### src/rtl/dmem_pkg.sv
// Shared types and constants for the data-memory arbiter slice.
package dmem_pkg;

  typedef enum logic [1:0] {
    IDLE   = 2'd0,
    ACCESS = 2'd1,
    RESP   = 2'd2
  } state_t;

  localparam int unsigned WORD_BYTES = 4;

  localparam logic P_CPU = 1'b0;
  localparam logic P_LDR = 1'b1;

endpackage

### src/rtl/dmem_arb_pick.sv
// Combinational winner selection between the two requesters.
// On a tie the port named by rr_ptr wins.
module dmem_arb_pick
  import dmem_pkg::*;
(
  input  logic req0,
  input  logic req1,
  input  logic rr_ptr,
  output logic winner,
  output logic any_req
);

  always_comb begin
    any_req = req0 | req1;
    winner  = P_CPU;
    if (req0 && req1) begin
      winner = rr_ptr;
    end else if (req1) begin
      winner = P_LDR;
    end
  end

endmodule

### src/rtl/dmem_arbiter.sv
// Two-port arbiter/sequencer in front of the single-port data memory.
// Define ROUND_ROBIN_EN for alternating tie-break; otherwise port 0 has fixed priority.
module dmem_arbiter
  import dmem_pkg::*;
#(
  parameter int unsigned AW          = 32,
  parameter int unsigned DEPTH_BYTES = 12
) (
  input  logic          clk,
  input  logic          rst,
  input  logic          req0,
  input  logic          req1,
  input  logic          we0,
  input  logic          we1,
  input  logic [AW-1:0] addr0,
  input  logic [AW-1:0] addr1,
  input  logic [31:0]   wdata0,
  input  logic [31:0]   wdata1,
  output logic          gnt0,
  output logic          gnt1,
  output logic          done0,
  output logic          done1,
  output logic          err0,
  output logic          err1,
  output logic [31:0]   rdata0,
  output logic [31:0]   rdata1,
  output logic [AW-1:0] mem_addr,
  output logic [31:0]   mem_wdata,
  output logic          mem_write,
  output logic          mem_read,
  input  logic [31:0]   mem_rdata
);

  localparam logic [AW:0] LAST_WORD = (AW+1)'(DEPTH_BYTES - WORD_BYTES);

  state_t        state_q, state_d;
  logic [AW-1:0] addr_q, addr_d;
  logic          we_q, we_d;
  logic [31:0]   wdata_q, wdata_d;
  logic [31:0]   rdata_q, rdata_d;
  logic          owner_q, owner_d;
  logic          err_q, err_d;

  logic          rr_ptr;
  logic          winner;
  logic          any_req;
  logic [AW-1:0] sel_addr;
  logic          sel_we;
  logic [31:0]   sel_wdata;
  logic          addr_bad;
  logic          grant;

  dmem_arb_pick u_pick (
    .req0    (req0),
    .req1    (req1),
    .rr_ptr  (rr_ptr),
    .winner  (winner),
    .any_req (any_req)
  );

`ifdef ROUND_ROBIN_EN
  logic rr_q, rr_d;

  // Pointer names the port preferred on the next tie: the one that did not just win.
  always_comb begin
    rr_d = rr_q;
    if (state_q == IDLE && any_req) begin
      rr_d = ~winner;
    end
  end

  always_ff @(posedge clk or posedge rst) begin
    if (rst) rr_q <= P_CPU;
    else     rr_q <= rr_d;
  end

  assign rr_ptr = rr_q;
`else
  assign rr_ptr = P_CPU;
`endif

  always_comb begin
    sel_addr  = (winner == P_LDR) ? addr1  : addr0;
    sel_we    = (winner == P_LDR) ? we1    : we0;
    sel_wdata = (winner == P_LDR) ? wdata1 : wdata0;
    // Widened compare so addresses near 2**AW cannot wrap into range.
    addr_bad  = (sel_addr[1:0] != 2'b00) || ({1'b0, sel_addr} > LAST_WORD);
  end

  always_ff @(posedge clk or posedge rst) begin
    if (rst) begin
      state_q <= IDLE;
      addr_q  <= '0;
      we_q    <= 1'b0;
      wdata_q <= '0;
      rdata_q <= '0;
      owner_q <= P_CPU;
      err_q   <= 1'b0;
    end else begin
      state_q <= state_d;
      addr_q  <= addr_d;
      we_q    <= we_d;
      wdata_q <= wdata_d;
      rdata_q <= rdata_d;
      owner_q <= owner_d;
      err_q   <= err_d;
    end
  end

  always_comb begin
    state_d = state_q;
    addr_d  = addr_q;
    we_d    = we_q;
    wdata_d = wdata_q;
    rdata_d = rdata_q;
    owner_d = owner_q;
    err_d   = err_q;
    case (state_q)
      IDLE: begin
        if (any_req) begin
          addr_d  = sel_addr;
          we_d    = sel_we;
          wdata_d = sel_wdata;
          owner_d = winner;
          err_d   = addr_bad;
          state_d = addr_bad ? RESP : ACCESS;
        end
      end
      ACCESS: begin
        rdata_d = mem_rdata;
        state_d = RESP;
      end
      RESP:    state_d = IDLE;
      default: state_d = IDLE;
    endcase
  end

  always_comb begin
    grant     = (state_q == IDLE) && any_req && !rst;
    gnt0      = grant && (winner == P_CPU);
    gnt1      = grant && (winner == P_LDR);
    done0     = (state_q == RESP) && (owner_q == P_CPU);
    done1     = (state_q == RESP) && (owner_q == P_LDR);
    err0      = done0 && err_q;
    err1      = done1 && err_q;
    rdata0    = (done0 && !err_q && !we_q) ? rdata_q : '0;
    rdata1    = (done1 && !err_q && !we_q) ? rdata_q : '0;
    mem_addr  = addr_q;
    mem_wdata = wdata_q;
    mem_write = (state_q == ACCESS) && we_q;
    mem_read  = (state_q == ACCESS) && !we_q;
  end

endmodule

### config.mk
export PLATFORM = sky130hd
export DESIGN_NAME = dmem_arbiter
export DESIGN_NICKNAME = d
export VERILOG_FILES = /design/src/rtl/dmem_pkg.sv /design/src/rtl/dmem_arb_pick.sv /design/src/rtl/dmem_arbiter.sv
export SDC_FILE = /design/constraint.sdc
export NUM_CORES = 1
export LEC_CHECK = 0
export CAP_MARGIN = 20
export CORE_AREA = 2 2 119 121
export DETAILED_ROUTE_END_ITERATION = 10
export DIE_AREA = 0 0 121 123
export PLACE_DENSITY = 0.8
export SYNTH_ARGS = -nofsm -noshare
export SYNTH_HDL_FRONTEND = slang
export SYNTH_SLANG_ARGS = --single-unit
### constraint.sdc
create_clock -name clk -period 7.1 [get_ports clk]
set_clock_uncertainty 0.15 [all_clocks]
set_input_delay 1.42 -clock clk [delete_from_list [all_inputs] [get_ports clk]]
set_output_delay 1.42 -clock clk [all_outputs]
set_load 0.05 [all_outputs]
## Word level (Yosys, flattened, before mapping)

Index checks and enable logic that the tools add are counted.

- Register bits after elaboration: 101
- Output and inout port bits: 136

- Order comparisons: 1
- Eq/ne operators: 3
- Mux-type cells: 10
- Bitwise operators: 3
- Reduce and logical (&&, ||, !) cells: 22

Operators by type and width:

| cell | number |
|---|---|
| two-way mux 32 bit | 4 |
| > comparator 32 x 4 -> 1 bit, second input constant | 1 |
| logical AND 1 bit | 15 |
| two-way mux 2 bit | 2 |
| one-hot mux 2 bit (2 select lines) | 1 |
| zero test 1 bit | 3 |
| two-way mux 1 bit | 3 |
| equality test 2 x 1 -> 1 bit, second input constant | 1 |
| equality test 2 bit, second input constant | 1 |
| zero test 2 bit | 1 |
| != test 2 bit, second input constant | 1 |
| inverter 1 bit | 2 |
| AND reduction 2 bit | 1 |
| nonzero test 2 bit | 1 |
| logical OR 1 bit | 1 |
| bitwise OR 1 bit | 1 |

## Logic depth before layout (Yosys ltp)

Gate-level depths: netlist (run 1).

- Depth after elaboration: 8
- Depth in mapped cells: 7
- Mapped depth without buffers: 4

## Modules after synthesis

A second synthesis (run 1) with hierarchy kept.

- Cell total of the unflattened synthesis: 479
- Area, all modules: 5036.1 um^2

Modules (own cells, without submodules):

| module | times used | cells each | area an instance (um^2) |
|---|---|---|---|
| dmem_arbiter | 1 | 476 | 5018.6 |
| dmem_arb_pick | 1 | 3 | 17.5 |

## Worst setup path before layout (run 1)

OpenSTA, ideal clock, no wires.

- Path kind: input to output
- Start: input port req0
- End: output port gnt1
- Data arrival time: 3.019 ns
- Data required time: 5.530 ns
- Slack: 2.511 ns
- Stages on the path: 5
- Cell sequence: nand2b_1 > clkbuf_2 > buf_4 > buf_6 > nor3_1

- Cells in the longest elaborated chain, start to end: 4

Ends and longest elaborated chain:

| element | RTL line | source |
|---|---|---|
| from (decl) | dmem_arbiter.sv:11 | `input logic req0,` |
| bitwise OR 1 bit | dmem_arb_pick.sv:14 | `any_req = req0 \| req1;` |
| logical AND 1 bit (2 in series) | dmem_arbiter.sv:139 | `grant = (state_q == IDLE) && any_req && !rst;` |
| logical AND 1 bit * | dmem_arbiter.sv:141 | `gnt1 = grant && (winner == P_LDR);` |
| to (decl) | dmem_arbiter.sv:20 | `output logic gnt1,` |

Mark *: on every way between the ends. The rest lies on a longest branch, timed or not.

## Final worst setup path (run 1)

- Start: input port req0
- End: output port gnt0

- Cells in the longest elaborated chain, start to end: 4

Ends and longest elaborated chain:

| element | RTL line | source |
|---|---|---|
| bitwise OR 1 bit / logical AND 1 bit (equally long branches) | dmem_arb_pick.sv:14, dmem_arb_pick.sv:16 |  |
| logical AND 1 bit / two-way mux 1 bit (equally long branches) | dmem_arbiter.sv:139, dmem_arb_pick.sv:16 |  |
| logical AND 1 bit / inverter 1 bit (equally long branches) | dmem_arbiter.sv:139, dmem_arbiter.sv:140 |  |
| logical AND 1 bit * | dmem_arbiter.sv:140 | `gnt0 = grant && (winner == P_CPU);` |
| to (decl) | dmem_arbiter.sv:19 | `output logic gnt0,` |

Marked as above.

==> results.rst, run 1 <==
.. list-table::
   :header-rows: 1

   * - Metric
     - Value
   * - Synthesis Warnings
     - 0
   * - Wire per inst
     - 16.05 um
   * - Worst-Margin Slew
     - 1.044 ns
   * - Wire length after detailed routing
     - 15.12 mm
   * - Largest fanout of any net on the critical path
     - 70
   * - Max transition margin
     - 30.37%
   * - Vias in the first global route
     - 4579
   * - Final net count
     - 923
   * - Floorplan die area
     - 14880 sq um
   * - Unrepaired setup endpoints after global routing
     - false
   * - Remaining Overflow, GRT
     - 0
   * - Critical Path Start Type
     - input port
   * - Hold WC Path Type
     - reg2reg
   * - Leakage dissipation
     - 3.758 nW
   * - Commonest register cell after synthesis
     - sky130_fd_sc_hd__dfrtp_1
   * - Count of unique library cells instantiated by Yosys
     - 28
   * - Area fraction of the dominant cell type after synthesis
     - 50.49%
   * - Number of synthesized flops with an enable pin
     - 0
   * - Origin of the critical flop-to-flop path
     - state_q[1]$_DFFE_PP0P_
   * - Category of the critical setup timing path
     - in2out
   * - Top-level port count
     - 302
   * - Detail Route Antenna Nets
     - 0
   * - Sum of net half-perimeters after detailed placement
     - 12.16 mm
   * - Number of antenna violations at the first check in global routing
     - 0
   * - Final routed DRC violation total
     - 0
   * - Global-route wire length before repair
     - 23.03 mm
   * - Floorplan die width
     - 121 um
   * - Final count of pins violating max slew
     - 0
   * - Post-CTS setup buffer count
     - 0
   * - PortBufs
     - 301
   * - Share of synthesized flip-flops with an asynchronous set or reset
     - 100.0%
   * - Internal power
     - 1.154 mW
   * - Share of total power in combinational logic
     - 35.0%
   * - Antenna diodes
     - 0
   * - Global-route total usage across every layer
     - 19.94%
   * - Setup slack of the most critical reg-to-reg path
     - 5.32 ns
   * - Gate Count Post-Synth
     - 471
   * - Post-layout min period
     - 5.070 ns
   * - H-tree depth
     - 3
   * - Final-layout fill cell count
     - 1113
   * - Num rows
     - 43
   * - Net Count, Synth
     - 637
   * - Hold buffer count at CTS
     - 0
   * - Number of gates resized after cts
     - 0
   * - Final worst path period share
     - 71.41%
   * - Die Height
     - 123 um
   * - Layout cell share with drive strength beyond 1
     - 8.268%
   * - Switching portion of total power
     - 35.71%
   * - Most area-consuming cells after synthesis
     - sky130_fd_sc_hd__dfrtp_1 50%, sky130_fd_sc_hd__mux2i_1 13%, sky130_fd_sc_hd__and2_1 8.4%, sky130_fd_sc_hd__mux2_2 7.2%, sky130_fd_sc_hd__o21ai_0 6.5%
   * - Per-cell via count in the routed design
     - 4.815
   * - Status
     - finished clean
   * - Cell type contributing the most total cell area after synthesis
     - sky130_fd_sc_hd__dfrtp_1
   * - # Max-Cap Violations
     - 0
   * - Synthesized area
     - 5006 sq um
   * - Source-to-sink clock delay at the later pin of the worst-skew pair
     - 0.33 ns
   * - Number of vias after detailed routing
     - 4536
   * - Hold Startpoint
     - mem_wdata[21]$_DFFE_PP0P_
   * - F_max
     - 197.2 MHz
   * - Final sum of negative setup slack
     - 0 ns
   * - Logic depth of the worst register-to-register path
     - 5
   * - Share of synthesized area occupied by flip-flops and latches
     - 50.49%
   * - Number of cells on the worst hold path
     - 2
   * - Final hold vios
     - 0
   * - First-pass DRT Iterations
     - 4
   * - Maximum count of clock buffers along a single path
     - 2
   * - Worst IR drop on VDD
     - 0.1400 mV
   * - Category of the worst setup path capture point
     - output pin
   * - Total setup violations reported at the end of the flow
     - 0
   * - Count of routing violations after the opening detailed-route iteration
     - 156
   * - Synthesized area per cell
     - 10.63 sq um
   * - Total power
     - 1.795 mW
   * - Sequential power share
     - 38.1%
   * - Core area
     - 13610 sq um
   * - Arrival time at the worst endpoint
     - 3.50 ns
   * - Starting utilization of the core area
     - 36.78%
   * - Sinks on the clock net
     - 101
   * - Worst Hold End
     - mem_wdata[21]$_DFFE_PP0P_
   * - Number of CTS-inserted buffers
     - 9
   * - Clk network pwr share
     - 26.9%
   * - Clock edge transition at the registers on the reported setup and hold paths
     - 0.07 ns
   * - Psw
     - 0.6409 mW
   * - Last weighted congestion value of the routability-driven placer
     - 0.8817
   * - CTS Root Cell
     - sky130_fd_sc_hd__clkbuf_16
   * - Critical register-to-register path endpoint
     - mem_addr[2]$_DFFE_PP0P_
   * - Layout overhead on the synthesized area
     - 68.06%
   * - Synthesis-stage register bit count
     - 101
   * - Pwr/cell area
     - 213.3 nW/um^2
   * - Clock tree from TritonCTS
     - done
   * - Worst Path Required
     - 5.53 ns
   * - Largest net degree at the start of global routing
     - 71
[cells in the final DEF, fill, tap and decap left out, types with 4 or more instances in the layout]
master                            count
sky130_fd_sc_hd__nor4_1              14
sky130_fd_sc_hd__o21ai_1              4
sky130_fd_sc_hd__o21ai_0             64
sky130_fd_sc_hd__clkbuf_16            9
sky130_fd_sc_hd__nand2_1             67
sky130_fd_sc_hd__dfrtp_1            101
sky130_fd_sc_hd__clkdlybuf4s50_1    301
sky130_fd_sc_hd__buf_4                6
sky130_fd_sc_hd__mux2_2              32
sky130_fd_sc_hd__and2_1              67
sky130_fd_sc_hd__clkinv_2             4
sky130_fd_sc_hd__nand4_1              4
sky130_fd_sc_hd__nor3_1               5
sky130_fd_sc_hd__mux2i_1             65
[synth_stat cells, drive strengths merged, types with 2 or more instances]
| cell | count |
|---|---|
| dfrtp | 101 |
| o21ai | 69 |
| and2 | 67 |
| nand2 | 67 |
| mux2i | 65 |
| mux2 | 32 |
| buf | 16 |
| clkbuf | 16 |
| nor4 | 14 |
| nor3 | 5 |
| nand4 | 4 |
| nor3b | 3 |
| a211oi | 2 |
| inv | 2 |
| nor2 | 2 |
[power groups by stage]
stage	sequential (mW)	clock, mW	combinational (mW)
2_1_floorplan	0.920	0	0.126
3_5_place_dp	0.695	0	0.633
4_1_cts	0.685	0.494	0.634
5_1_grt	0.693	0.517	0.662
3_3_place_gp	0.692	0	0.623
6_report	0.684	0.482	0.628
[metrics by stage]
| stage | util, % | hold WS [ns] | area, sq um | instances | worst slack, ns |
|---|---|---|---|---|---|
| final | 61.81 | 0.3289 | 8413 | 942 | 2.030 |
| after global routing | 61.81 | 0.3525 | 8413 | 942 | 1.927 |
| after CTS | 61.81 | 0.3353 | 8413 | 942 | 2.024 |
| after detailed placement | 59.67 | 0.3209 | 8122 | 926 | 2.038 |
| after global placement | 59.67 | 0.3100 | 8122 | 926 | 2.073 |
| after floorplan | - | 0.3362 | 5006 | 471 | 2.511 |
[sequential cells by signal (all words and copies together) (netlist names)]
signal,cells
err_q,1
mem_wdata,32
rdata_q,32
mem_addr,32
we_q,1
owner_q,1
state_q,2
[area by class of cell]
type / count / area [sq um] / area share (%)
clock buffers: 9 / 225.2 / 2.677
clock inverters: 7 / 66.31 / 0.7882
inverters: 2 / 10.01 / 0.1190
multi-input cells: 336 / 2301 / 27.35
flip-flops and latches: 101 / 2527 / 30.04
well taps: 180 / 225.2 / 2.677
repair buffers: 307 / 3058 / 36.35
[worst max path at each step]
stage	depth (start not counted)	from	endpoint
3_5_place_dp	5	req0	gnt0
3_3_place_gp	5	req1	gnt0
4_1_cts	5	req0	gnt0
5_1_grt	5	req0	gnt1
6_report	5	req0	gnt0
2_1_floorplan	5	req0	gnt1
[layer usage]
| layer | share of wire [%] | routed length [um] | vias up | track usage [%] |
|---|---|---|---|---|
| met1 | 38 | 5795 | 2106 | 22.18 |
| met5 | 0 | 0 | - | 0 |
| li1 | - | - | 2198 | - |
| met2 | 51 | 7638 | 207 | 35.32 |
| met4 | 2.0 | 303 | 0 | 7.994 |
| met3 | 9.1 | 1382 | 25 | 6.458 |
[kinds of logic after synthesis]
| logic type | after synthesis | synth area share (%) |
|---|---|---|
| DFF | 101 | 50.49 |
| muxes | 97 | 20.19 |
| buffers and inverters | 34 | 3.924 |
| and+or+nand+nor | 165 | 17.72 |
| AOI/OAI and AO/OA | 74 | 7.673 |
[critical path, stage by stage]
cell and delay, ns:
sky130_fd_sc_hd__clkdlybuf4s50_1 0.58, sky130_fd_sc_hd__o21ai_4 0.09, sky130_fd_sc_hd__buf_4 0.32, sky130_fd_sc_hd__nor3_1 0.25, sky130_fd_sc_hd__clkdlybuf4s50_1 0.83
No activity file was read; power rests on OpenSTA's default activity.
==> inputs of run 2 (changes only) <==
--- a/config.mk
+++ b/config.mk
@@ -6,10 +6,10 @@
 export NUM_CORES = 1
 export LEC_CHECK = 0
 export CAP_MARGIN = 20
-export CORE_AREA = 2 2 119 121
+export CORE_MARGIN = 2
+export CORE_UTILIZATION = 38
 export DETAILED_ROUTE_END_ITERATION = 10
-export DIE_AREA = 0 0 121 123
-export PLACE_DENSITY = 0.8
+export PLACE_DENSITY = 0.82
 export SYNTH_ARGS = -nofsm -noshare
 export SYNTH_HDL_FRONTEND = slang
 export SYNTH_SLANG_ARGS = --single-unit
==> constraint.sdc (replaced) <==
create_clock -name clk -period 5.2 [get_ports clk]
set_clock_uncertainty 0.15 [all_clocks]
set_input_delay 1.04 -clock clk [delete_from_list [all_inputs] [get_ports clk]]
set_output_delay 1.04 -clock clk [all_outputs]
set_load 0.05 [all_outputs]
==> run 2 against run 1 <==
Die area shrank 5.2%. Register-to-register slack lost 2.2 ns. Worst hold slack got worse by 0.0031 ns. Clock-buffer cell count increased by 2. Cell area grew 0.27%. Sequential power increased by 37%. First-iteration DRC count is 63% higher. Clock power up 44%. Critical path type unchanged.
==> results.rst, run 2 (synthesis results as in run 1) <==
.. list-table::
   :header-rows: 1

   * - Metric
     - Value
   * - Source-to-sink clock delay at the later pin of the worst-skew pair
     - 0.34 ns (about the same)
   * - Clock edge transition at the registers on the reported setup and hold paths
     - 0.06 ns (about the same)
   * - First-pass DRT Iterations
     - 4 (unchanged)
   * - GR Util met3
     - 6.950% (+0.49 points)
   * - Pwr/cell area
     - 294.6 nW/um^2 (+38%)
   * - Wire per inst
     - 16.48 um (+2.7%)
   * - Layout cell share with drive strength beyond 1
     - 8.268% (unchanged)
   * - H-tree depth
     - 3 (unchanged)
   * - Count of routing violations after the opening detailed-route iteration
     - 255 (+63%)
   * - Crit path top cell by count
     - sky130_fd_sc_hd__clkdlybuf4s50_1
   * - Last weighted congestion value of the routability-driven placer
     - 0.8012 (-9.1%)
   * - Status
     - finished clean
   * - Cell breakdown of the critical path
     - clkdlybuf4s50_1 -> nor2b_1 -> nor3_1 -> clkdlybuf4s50_1
   * - Largest net degree at the start of global routing
     - 136 (+92%)
   * - Hold_ws
     - 0.3258 ns (-0.003096 ns)
   * - Die Height
     - 118.8 um (-3.4%)
   * - Clock tree from TritonCTS
     - done
   * - PortBufs
     - 301 (unchanged)
   * - CP max stage cell
     - sky130_fd_sc_hd__clkdlybuf4s50_1
   * - F_max
     - 241.2 MHz
   * - Share of the core filled with cells in the final layout
     - 66.31% (+4.5 points)
   * - Maximum count of clock buffers along a single path
     - 2 (unchanged)
   * - Final sum of negative setup slack
     - 0 ns (unchanged)
   * - Layout overhead on the synthesized area
     - 68.51%
   * - Remaining Overflow, GRT
     - 0 (unchanged)
   * - Number of gates resized after cts
     - 0 (unchanged)
   * - Worst-Margin Slew
     - 1.049 ns (+0.004700 ns)
   * - Met1 demand-to-capacity share in global routing
     - 23.55% (+1.4 points)
   * - Hold WC Path Type
     - reg2reg
   * - Sum of net half-perimeters after detailed placement
     - 12.07 mm (-0.74%)
   * - Most frequent standard cell in the layout excluding fill and tap cells
     - sky130_fd_sc_hd__clkdlybuf4s50_1
   * - Global-route total usage across every layer
     - 21.72% (+1.8 points)
   * - Largest fanout of any net on the critical path
     - 5 (-93%)
   * - Number of vias after detailed routing
     - 4562 (+0.57%)
   * - PnR worst setup slack
     - 1.053 ns (-0.9766 ns)
   * - Busiest metal layer after global routing
     - met2
   * - Worst IR drop on VDD
     - 0.1976 mV (+41%)
   * - Final net count
     - 923 (unchanged)
   * - Detail Route Antenna Nets
     - 0 (unchanged)
   * - Post-CTS setup buffer count
     - 0 (unchanged)
   * - Logic depth of the worst register-to-register path
     - 5 (unchanged)
   * - Final routed DRC violation total
     - 0 (unchanged)
   * - Critical register-to-register path endpoint
     - mem_addr[26]$_DFFE_PP0P_
   * - Final worst path period share
     - 79.74%
   * - Number of antenna violations at the first check in global routing
     - 0 (unchanged)
   * - Arrival time at the worst endpoint
     - 2.96 ns (-0.54 ns)
   * - Num rows
     - 41 (-4.7%)
   * - Critical Path Start Type
     - input port
   * - Total setup violations reported at the end of the flow
     - 0 (unchanged)
   * - Max transition margin
     - 30.06% (-0.31 points)
   * - CTS Root Cell
     - sky130_fd_sc_hd__clkbuf_16
   * - Starting utilization of the core area
     - 39.35% (+2.6 points)
   * - Hold buffer count at CTS
     - 0 (unchanged)
   * - Leakage dissipation
     - 3.766 nW (+0.20%)
   * - Vias in the first global route
     - 4728 (+3.3%)
   * - Worst Path Required
     - 4.01 ns (-1.52 ns)
   * - Origin of the critical flop-to-flop path
     - state_q[1]$_DFFE_PP0P_
   * - Setup slack of the most critical reg-to-reg path
     - 3.16 ns (-2.16 ns)
   * - Crit path capture
     - gnt0
   * - Final count of pins violating max slew
     - 0 (unchanged)
   * - # Max-Cap Violations
     - 0 (unchanged)
   * - Number of CTS-inserted buffers
     - 9 (unchanged)
   * - Per-cell via count in the routed design
     - 4.884 (+1.4%)
   * - Wire length after detailed routing
     - 15.39 mm (+1.8%)
   * - Top-level port count
     - 302 (unchanged)
   * - Met2 GRT Util
     - 39.33% (+4.0 points)
   * - Floorplan die area
     - 14110 sq um (-5.2%)
   * - Antenna diodes
     - 0 (unchanged)
   * - Post-layout min period
     - 4.147 ns
   * - Largest stage delay on the critical path
     - 0.73 ns (-0.10 ns)
   * - Sinks on the clock net
     - 101 (unchanged)
   * - DP Worst Slack
     - 1.031 ns (-1.008 ns)
   * - Commonest cells after routing, fill and taps aside
     - 301 x sky130_fd_sc_hd__clkdlybuf4s50_1, 101 x sky130_fd_sc_hd__dfrtp_1, 67 x sky130_fd_sc_hd__nand2_1, 67 x sky130_fd_sc_hd__and2_1, 65 x sky130_fd_sc_hd__mux2i_1
   * - Category of the worst setup path capture point
     - output pin
   * - Category of the critical setup timing path
     - in2out
   * - Global-route wire length before repair
     - 24.24 mm (+5.2%)
   * - Final hold vios
     - 0 (unchanged)
   * - Unrepaired setup endpoints after global routing
     - false
   * - CP startpoint
     - req1
   * - Core area
     - 12720 sq um (-6.5%)
   * - Floorplan die width
     - 118.8 um (-1.8%)
run 2: cell count changes in the layout (fill, tap and decap cells not counted):
cell	change
sky130_fd_sc_hd__clkbuf_8	+2
sky130_fd_sc_hd__clkinv_2	-3
sky130_fd_sc_hd__clkinvlp_4	+1
sky130_fd_sc_hd__buf_4	-1
sky130_fd_sc_hd__buf_12	+1
run 2: layout make-up:
type                    count  area, sq um
clock buffers              11        252.7
clock inverters             5        58.81
inverters                   2        10.01
well taps                 172        215.2
flip-flops and latches    101         2527
multi-input cells         336         2301
fillers                  1018         4287
repair buffers            307         3070
run 2: per-layer routing:
metal	up-vias	part of all wire, %
met5	-	0
met4	0	2.5
met3	34	8.5
met2	212	51
met1	2118	38
li1	2198	-
run 2: power breakdown:
part | internal (mW) | switching (mW) | total [mW]
logic | 0.329 | 0.529 | 0.858
registers | 0.878 | 0.0567 | 0.934
clock network | 0.400 | 0.293 | 0.693
total | 1.61 | 0.879 | 2.49
run 2: how the worst min path moves through the flow:
stage	from	end	slack [ns]	cells past startpoint
finish	mem_wdata[5]$_DFFE_PP0P_	mem_wdata[5]$_DFFE_PP0P_	0.33	2
global route	mem_wdata[8]$_DFFE_PP0P_	mem_wdata[8]$_DFFE_PP0P_	0.36	2
CTS	mem_wdata[5]$_DFFE_PP0P_	mem_wdata[5]$_DFFE_PP0P_	0.33	2
detailed placement	mem_wdata[5]$_DFFE_PP0P_	mem_wdata[5]$_DFFE_PP0P_	0.32	2
global placement	mem_addr[15]$_DFFE_PP0P_	mem_addr[15]$_DFFE_PP0P_	0.31	2
floorplan	rdata_q[10]$_DFFE_PP0P_	rdata_q[10]$_DFFE_PP0P_	0.34	1
run 2: critical path, delay by kind of cell:
kind	cells	cell delay, ns
AND/OR/NAND/NOR	2	0.59
buffers and inverters	2	1.32
run 2: metrics by stage:
step                power, mW  cells  instance area, sq um
detailed placement      1.808    917                  8104
finish                  2.485    934                  8436
global route            2.589    934                  8436
CTS                     2.502    933                  8416
floorplan               1.428    471                  5006
global placement        1.790    917                  8104
==> inputs of run 3 (changes only) <==
--- a/config.mk
+++ b/config.mk
@@ -7,9 +7,9 @@
 export LEC_CHECK = 0
 export CAP_MARGIN = 20
 export CORE_MARGIN = 2
-export CORE_UTILIZATION = 38
+export CORE_UTILIZATION = 34
 export DETAILED_ROUTE_END_ITERATION = 10
-export PLACE_DENSITY = 0.82
+export PLACE_DENSITY = 0.77
 export SYNTH_ARGS = -nofsm -noshare
 export SYNTH_HDL_FRONTEND = slang
 export SYNTH_SLANG_ARGS = --single-unit
==> constraint.sdc (replaced) <==
create_clock -name clk -period 3.7 [get_ports clk]
set_clock_uncertainty 0.15 [all_clocks]
set_input_delay 0.74 -clock clk [delete_from_list [all_inputs] [get_ports clk]]
set_output_delay 0.74 -clock clk [all_outputs]
set_load 0.05 [all_outputs]
==> run 3 against run 2 <==
Total power increased by 35%. Die area up 11%. Cell count is 1.4% higher. Sequential share of layout area fell by 0.84 points. Cell area is 2.9% higher. Critical path depth decreased by 1. Critical endpoint is now err0. Largest cell class unchanged.
==> results.rst, run 3 (synthesis results as in run 1) <==
.. list-table::
   :header-rows: 1

   * - Metric
     - Value
   * - Final-layout fill cell count
     - 1214 (+19%)
   * - Total power
     - 3.362 mW (+35%)
   * - CP max stage cell
     - sky130_fd_sc_hd__clkdlybuf4s50_1
   * - Largest stage delay on the critical path
     - 0.79 ns (+0.06 ns)
   * - Remaining Overflow, GRT
     - 0 (unchanged)
   * - Post-layout min period
     - 2.967 ns
   * - Final sum of negative setup slack
     - 0 ns (unchanged)
   * - Sum of net half-perimeters after detailed placement
     - 12.61 mm (+4.5%)
   * - PortBufs
     - 301 (unchanged)
   * - Final count of pins violating max slew
     - 0 (unchanged)
   * - Most frequent standard cell in the layout excluding fill and tap cells
     - sky130_fd_sc_hd__clkdlybuf4s50_1
   * - Post-CTS setup buffer count
     - 0 (unchanged)
   * - Worst Path Required
     - 2.81 ns (-1.20 ns)
   * - Source-to-sink clock delay at the later pin of the worst-skew pair
     - 0.33 ns (about the same)
   * - Worst-Margin Slew
     - 0.5647 ns (-0.4845 ns)
   * - Total setup violations reported at the end of the flow
     - 0 (unchanged)
   * - Die Height
     - 125.3 um (+5.5%)
   * - H-tree depth
     - 3 (unchanged)
   * - Count of routing violations after the opening detailed-route iteration
     - 163 (-36%)
   * - Unrepaired setup endpoints after global routing
     - false
   * - Arrival time at the worst endpoint
     - 2.08 ns (-0.88 ns)
   * - Largest fanout of any net on the critical path
     - 6 (+1)
   * - Wire length after detailed routing
     - 15.58 mm (+1.2%)
   * - Number of antenna violations at the first check in global routing
     - 1 (+1)
   * - Cell breakdown of the critical path
     - nor3b_4 -> and2_1 -> clkdlybuf4s50_1
   * - Core area
     - 14480 sq um (+14%)
   * - Final worst path period share
     - 80.18%
   * - Final hold vios
     - 0 (unchanged)
   * - Wire per inst
     - 16.45 um (-0.17%)
   * - Critical Path Start Type
     - flip-flop
   * - Detail Route Antenna Nets
     - 0 (unchanged)
   * - Starting utilization of the core area
     - 34.57% (-4.8 points)
   * - Global-route wire length before repair
     - 24.93 mm (+2.8%)
   * - Vias in the first global route
     - 4863 (+2.9%)
   * - Commonest cells after routing, fill and taps aside
     - 235 x sky130_fd_sc_hd__clkdlybuf4s50_1, 101 x sky130_fd_sc_hd__dfrtp_1, 67 x sky130_fd_sc_hd__nand2_1, 67 x sky130_fd_sc_hd__and2_1, 65 x sky130_fd_sc_hd__mux2i_1
   * - Leakage dissipation
     - 3.977 nW (+5.6%)
   * - Max transition margin
     - 62.24% (+32 points)
   * - CTS Root Cell
     - sky130_fd_sc_hd__clkbuf_16
   * - Final net count
     - 925 (+0.22%)
   * - Number of vias after detailed routing
     - 4573 (+0.24%)
   * - Layout cell share with drive strength beyond 1
     - 16.80% (+8.5 points)
   * - Last weighted congestion value of the routability-driven placer
     - 0.8753 (+9.2%)
   * - Category of the worst setup path capture point
     - output pin
   * - Layout overhead on the synthesized area
     - 73.36%
   * - Per-cell via count in the routed design
     - 4.829 (-1.1%)
   * - Category of the critical setup timing path
     - reg2out
   * - Combined area of the multi-input logic cells
     - 2306 sq um (+0.22%)
   * - Largest net degree at the start of global routing
     - 136 (unchanged)
   * - Global-route total usage across every layer
     - 19.89% (-1.8 points)
   * - Sinks on the clock net
     - 101 (unchanged)
   * - Worst IR drop on VDD
     - 0.2625 mV (+33%)
   * - Floorplan die area
     - 15710 sq um (+11%)
   * - Clock edge transition at the registers on the reported setup and hold paths
     - 0.07 ns (about the same)
   * - Status
     - finished clean
   * - Clock tree from TritonCTS
     - done
   * - Floorplan die width
     - 125.3 um (+5.5%)
   * - Maximum count of clock buffers along a single path
     - 2 (unchanged)
   * - First-pass DRT Iterations
     - 4 (unchanged)
   * - Number of CTS-inserted buffers
     - 9 (unchanged)
   * - F_max
     - 337.1 MHz
   * - Top-level port count
     - 302 (unchanged)
   * - Area occupied by registers
     - 2527 sq um (unchanged)
   * - Hold WC Path Type
     - reg2reg
   * - Final routed DRC violation total
     - 0 (unchanged)
   * - Hold buffer count at CTS
     - 0 (unchanged)
   * - Number of gates resized after cts
     - 0 (unchanged)
   * - Num rows
     - 44 (+7.3%)
   * - Pwr/cell area
     - 387.4 nW/um^2 (+32%)
   * - # Max-Cap Violations
     - 0 (unchanged)
==> run 3: cell types whose count changed in the layout (fill, tap and decap cells not counted), moves of 2 or more <==
cell,before,now
sky130_fd_sc_hd__buf_4,5,39
sky130_fd_sc_hd__buf_12,1,35
sky130_fd_sc_hd__clkdlybuf4s50_1,301,235
sky130_fd_sc_hd__clkbuf_8,2,0
==> run 3: metal layers <==
metal	vias up	track usage (%)	routed length, um
met5	-	0	0
met4	0	7.647	386
met3	23	4.964	1190
met2	211	35.58	8011
met1	2137	22.87	5989
li1	2202	-	-
==> run 3: path summary, 6_finish.rpt <==
path | from | to | slack (ns) | cells past startpoint
max in group asynchronous | rst | mem_addr[1]$_DFFE_PP0P_ | 1.94 | 3
worst max register to register | state_q[1]$_DFFE_PP0P_ | mem_wdata[19]$_DFFE_PP0P_ | 1.73 | 5
worst min-delay path | mem_addr[27]$_DFFE_PP0P_ | mem_addr[27]$_DFFE_PP0P_ | 0.33 | 2
worst min register to register | mem_addr[27]$_DFFE_PP0P_ | mem_addr[27]$_DFFE_PP0P_ | 0.33 | 2
min in group asynchronous | rst | mem_wdata[27]$_DFFE_PP0P_ | 0.73 | 2
worst max-delay path | state_q[1]$_DFFE_PP0P_ | err0 | 0.73 | 3
==> run 3: cell type report <==
cell class / count / share of cell area [%]
flip-flops and latches: 101 / 29.12
well taps: 184 / 2.653
diodes: 1 / 0.02884
repair buffers: 309 / 38.55
clock buffers: 10 / 2.638
clock inverters: 4 / 0.3172
inverters: 2 / 0.1153
multi-input cells: 336 / 26.57
==> run 3: worst max-delay path, delay by kind of cell, from the launching register on <==
kind                   cells  cell delay (ns)
DFF                        1             0.47
and+or+nand+nor            2             0.48
buffers and inverters      1             0.79
==> run 3: power breakdown <==
part	switching, mW	internal [mW]	total [mW]	leakage [nW]
clock	0.388	0.447	0.835	0.116
combinational	0.744	0.466	1.21	2.57
sequential	0.0841	1.23	1.32	1.29
total	1.22	2.15	3.36	3.98
==> run 3: metrics by stage <==
stage	hold slack (ns)	cell area, sq um	std cells	utilization (%)	worst slack, ns
after global placement	0.3119	8399	931	58.01	0.8598
after detailed placement	0.3189	8399	931	58.01	0.7748
final	0.3289	8678	947	59.94	0.7333
after global routing	0.3571	8678	947	59.94	0.6189
after CTS	0.3339	8656	945	59.78	0.6957
after floorplan	0.3362	5006	471	-	0.1629
==> RTL change 1: new RTL, flow settings as in run 2 <==
Put a register stage on the output `err1`, without a reset. The value now appears one clock later. The other outputs are not delayed to match.
--- a/src/rtl/dmem_arbiter.sv
+++ b/src/rtl/dmem_arbiter.sv
@@ -32,6 +32,8 @@
 );
 
   localparam logic [AW:0] LAST_WORD = (AW+1)'(DEPTH_BYTES - WORD_BYTES);
+
+  logic err1_d;
 
   state_t        state_q, state_d;
   logic [AW-1:0] addr_q, addr_d;
@@ -142,7 +144,7 @@
     done0     = (state_q == RESP) && (owner_q == P_CPU);
     done1     = (state_q == RESP) && (owner_q == P_LDR);
     err0      = done0 && err_q;
-    err1      = done1 && err_q;
+    err1_d    = done1 && err_q;
     rdata0    = (done0 && !err_q && !we_q) ? rdata_q : '0;
     rdata1    = (done1 && !err_q && !we_q) ? rdata_q : '0;
     mem_addr  = addr_q;
@@ -151,5 +153,9 @@
     mem_read  = (state_q == ACCESS) && !we_q;
   end
 
+  always_ff @(posedge clk) begin
+    err1 <= err1_d;
+  end
+
 endmodule
 
Behaviour: not the same (a bounded check fails within 4 cycles, from zero or initial values and one cycle with rst high).
==> RTL change 1 against run 2 <==
Total power shrank 1.6%. Synthesized area grew 0.40%. Sequential cell count grew 1. Routed wire length shrank 1.7%. Setup slack lost 0.059 ns. Fmax shrank 1.4%. Design area is essentially flat. Count of clock-buffer cells in the layout grew 1. Final cell count grew 0.54%. Critical path type unchanged.
==> RTL change 1: results (changes against run 2) <==
metric	value	unit	change
hold_path.startpoint	mem_wdata[24]		
dr.max_layer_used	met4		
drt-met1-wl	5.77	mm	-1.7%
io_buffers	301		unchanged
ir_drop	0.177	mV	-10%
postCtsSetupBuffers	0		unchanged
maxCapViolCount	0		unchanged
dpl.hpwl	11.9	mm	-1.4%
clk_latency	0.34	ns	about the same
netlist_top_cells_area	dfrtp_1, mux2i_1, and2_1		
cts_buffer_depth	2		unchanged
antenna_found_initial	0		unchanged
synthTopCellsByCount	dfrtp_1, and2_1, nand2_1		
synthMuxAreaShare	0.201		-0.000804
routabilityCongestion	0.874		+9.0%
fillCellCount	1045		+2.7%
numCtsBuffers	9		unchanged
wl_met3	1.15	mm	-12%
rr_startpoint	state_q[0]		
nets	924		+0.11%
drt_iter0_drc	189		-26%
clkSlewWorstSetupHoldPaths	0.07	ns	
root_buffer	clkbuf_16		
slew_headroom	0.298		-0.00256
grt_usage	0.216		-0.000957
grt_max_degree	136		unchanged
syn_nets	638		+0.16%
synth_fa_ha_area_frac	0		unchanged
ff2ff_setup_slack	3.20	ns	+0.04 ns
holdPathEnd	mem_wdata[24]		
viasPerCell	4.84		-0.90%
drive_gt1_frac	0.0813		-0.00142
first_pass_iters	4		unchanged
met2_length	7.82	mm	about the same
place_area	8130	um2	+0.31%
synth_cell_types	29		+3.6%
arrival	3.02	ns	+0.06 ns
grt_use_met1	0.245		+0.00909
synth_compound_area_frac	0.0764		-0.000306
ff2ff_path_depth	5		unchanged
wl	15.1	mm	-1.7%
n_antenna_cell	0		unchanged
use_met2	0.384		-0.00934
ys_seq_area_frac	0.507		+0.00197
drc	0		unchanged
post_cts_resized	0		unchanged
p_leak	0.00377	uW	about the same
synth_top_family_by_area	multiplexers		
grt_pass1_wl	24.3	mm	about the same
synthArstFlopShare	0.990		-0.00980
r2r-end	err_q		
synthFlopType	dfrtp_1		
grt_use_met3	0.0599		-0.00963
htreeDepth	3		unchanged
min_delay_path_depth	2		unchanged
status	completed		
yosysWarningCount	0		unchanged
cp_max_fo	5		unchanged
grt_pass1_vias	4695		-0.70%
## RTL change 1: how the worst max path moves through the flow
| stage | from | end | slack (ns) | cells after the start |
|---|---|---|---|---|
| 2_1_floorplan | rst | err_q | 1.36 | 1 |
| 3_3_place_gp | req1 | gnt0 | 1.08 | 4 |
| 3_5_place_dp | req1 | gnt0 | 1.03 | 4 |
| 4_1_cts | req1 | gnt0 | 1.01 | 4 |
| 5_1_grt | req1 | gnt0 | 0.92 | 4 |
| 6_report | req1 | gnt0 | 0.99 | 4 |
## RTL change 1: worst max-delay path: stages
cell             delay [ns]
clkdlybuf4s50_1        0.61
nor2b_1                0.54
nor3_1                 0.09
clkdlybuf4s50_1        0.73
## RTL change 1: area by class of cell
| cell class | count | area (um2) | area share |
|---|---|---|---|
| repair buffers | 307 | 3080 | 0.365 |
| flip-flops and latches | 102 | 2550 | 0.302 |
| multi-input cells | 336 | 2300 | 0.273 |
| clock buffers | 12 | 256 | 0.0304 |
| well taps | 176 | 220 | 0.0261 |
| clock inverters | 4 | 30.0 | 0.00356 |
| inverters | 2 | 10.0 | 0.00119 |
## RTL change 1: per-stage QoR
| step | util | worst slack [ns] | instances | hold slack [ns] | total power, uW |
|---|---|---|---|---|---|
| detailed placement | 0.621 | 1.03 | 922 | 0.319 | 1810 |
| global placement | 0.621 | 1.08 | 922 | 0.312 | 1800 |
| CTS | 0.643 | 1.01 | 938 | 0.334 | 2460 |
| global route | 0.645 | 0.917 | 939 | 0.351 | 2550 |
| floorplan | - | 1.36 | 472 | 0.336 | 1440 |
| finish | 0.645 | 0.994 | 939 | 0.327 | 2440 |
## RTL change 1: where the power goes
part / internal (uW) / switching, uW / leakage (uW) / total, uW
combinational: 331 / 527 / 0.00233 / 858
sequential: 886 / 54.9 / 0.00130 / 941
clock: 353 / 293 / 0.000139 / 646
==> RTL change 2: new RTL, flow settings as in run 2 <==
Without the edit above. The option `ROUND_ROBIN_EN` is turned on by a define.
--- a/src/rtl/dmem_arbiter.sv
+++ b/src/rtl/dmem_arbiter.sv
@@ -1,5 +1,7 @@
 // Two-port arbiter/sequencer in front of the single-port data memory.
 // Define ROUND_ROBIN_EN for alternating tie-break; otherwise port 0 has fixed priority.
+`define ROUND_ROBIN_EN
+
 module dmem_arbiter
   import dmem_pkg::*;
 #(
Formal check against the unedited RTL: not equivalent (Yosys sat finds a counterexample within 4 cycles, from zero or initial values and one cycle with rst high).
==> RTL change 2 against run 2 <==
Synthesized area decreased by 0.50%. Routed wire length increased by 10%. Sequential share of layout area is 0.33 points higher. Setup slack worse by 0.40 ns. Count of clock-buffer cells in the layout rose by 2. Fmax down 8.8%. Core utilization shrank 0.079 points. Hold slack improved by 0.0062 ns. Sequential cell count is 1 higher. Design area is 0.12% lower.
Power is not compared: it rests on default switching activity, and its combinational part moved more than twofold at a synthesized area within 25%.
==> RTL change 2: results (changes against run 2) <==
metric	value	unit	change
switchingPower	1800	uW	
ys_seq_area_frac	0.512		+0.00756
post_cts_resized	0		unchanged
clkSlewWorstSetupHoldPaths	0.06	ns	about the same
ir_drop	0.265	mV	
antenna_found_initial	0		unchanged
synthMuxAreaShare	0		-0.202
cp_slowest_cell	clkdlybuf4s50_1		
postCtsSetupBuffers	0		unchanged
first_pass_iters	6		+2
synth_fa_ha_area_frac	0		unchanged
cp_max_fo	7		+2
n_antenna_cell	0		unchanged
synthTopCellsByCount	nand2_1, dfrtp_1, nor2_1		
finalMaxSlewViolations	0		unchanged
htreeDepth	3		unchanged
cts_buffer_depth	2		unchanged
drt_iter0_drc	326		+28%
clk_latency	0.33	ns	
viasPerCell	4.85		-0.80%
grt_pass1_wl	26.9	mm	+11%
wl_per_cell	15.8	um	-4.2%
drive_gt1_frac	0.0366		-0.0461
netlist_top_cells_area	dfrtp_1, nand2_1, and2_1		
io_buffers	301		unchanged
routabilityCongestion	0.884		+10%
numCtsBuffers	9		unchanged
syn_nets	784		+23%
nets	1063		+15%
synthXorXnorAreaFrac	0		unchanged
synthArstFlopShare	1.00		unchanged
status	completed		
synthFlopType	dfrtp_1		
arrival	3.36	ns	+0.40 ns
cpPeakStageDelay	0.86	ns	+0.13 ns
place_area	8120	um2	+0.23%
p_leak	0.00347	uW	
slew_headroom	0.391		+0.0908
grt_max_degree	85		-38%
postCtsHoldBufs	0		unchanged
synth_cell_types	26		-7.1%
root_buffer	clkbuf_16		
dpl_worst_slack	0.689	ns	-0.342 ns
yosysWarningCount	0		unchanged
min_path_type	reg -> reg		
dpl.hpwl	12.7	mm	+5.2%
synth_compound_area_frac	0.0972		+0.0205
grt_usage	0.241		+0.0236
crit_family	buffers and inverters		
grt_pass1_vias	5012		+6.0%
RTL change 2: cell types whose count changed in the layout (fill, tap and decap cells not counted), moves of 4 or more:
cell,before,now
a31oi_1,1,65
buf_4,5,10
mux2_2,32,0
mux2i_1,65,0
nand2_1,67,228
nor2_1,1,70
o21ai_0,64,0
o21ai_1,4,0
RTL change 2: final cells by class:
class	instances	area [um2]
fill	1090	4300
timing repair buffer	311	3090
sequential	102	2550
multi-input combinational	470	2250
clock buffer	13	260
tap	172	215
clock inverter	3	42.5
inverter	3	13.8
RTL change 2: cell families after synthesis:
kind of cell    count (synthesis)
compound gates                 75
flops                         102
simple gates                  395
buf+inv                        46
RTL change 2: stage by stage:
step                cells  power (uW)  hold WS, ns  utilization
detailed placement   1058        3240        0.320        0.638
global placement     1058        3220        0.313        0.638
floorplan             618        2450        0.301            -
finish               1074        3910        0.332        0.662
global route         1074        4090        0.361        0.662
CTS                  1074        3930        0.335        0.662
RTL change 2: power groups by stage:
stage / Sequential (uW) / Combinational (uW) / Clock (uW)
6_report: 1130 / 2090 / 690
5_1_grt: 1160 / 2190 / 740
4_1_cts: 1130 / 2100 / 704
3_3_place_gp: 1130 / 2090 / 0
2_1_floorplan: 1820 / 630 / 0
3_5_place_dp: 1140 / 2100 / 0
RTL change 2: final timing paths:
check / from / end / slack (ns) / depth (start not counted)
setup / recovery: req0 / gnt0 / 0.65 / 5
hold / removal: rdata_q[17] / rdata_q[17] / 0.33 / 2
setup reg to reg: rr_ptr / state_q[0] / 3.25 / 5
hold reg to reg: rdata_q[17] / rdata_q[17] / 0.33 / 2
max in group asynchronous: rst / rdata_q[6] / 2.94 / 3
min in group asynchronous: rst / mem_addr[2] / 1.16 / 2
RTL change 2: worst register-to-register path, cell delays in order (launching register included):
cell and delay [ns]:
dfrtp_1 0.40, inv_1 0.10, a21boi_4 0.16, buf_4 0.60, nor3_1 0.22, o21a_1 0.21
RTL change 2: routing by layer:
metal  track usage  part of all wire  vias to the layer above
met1         0.286              0.40                     2363
met2         0.410              0.49                      231
met5             0                 0                        -
li1              -                 -                     2579
met3        0.0748             0.088                       31
met4        0.0871             0.025                        0
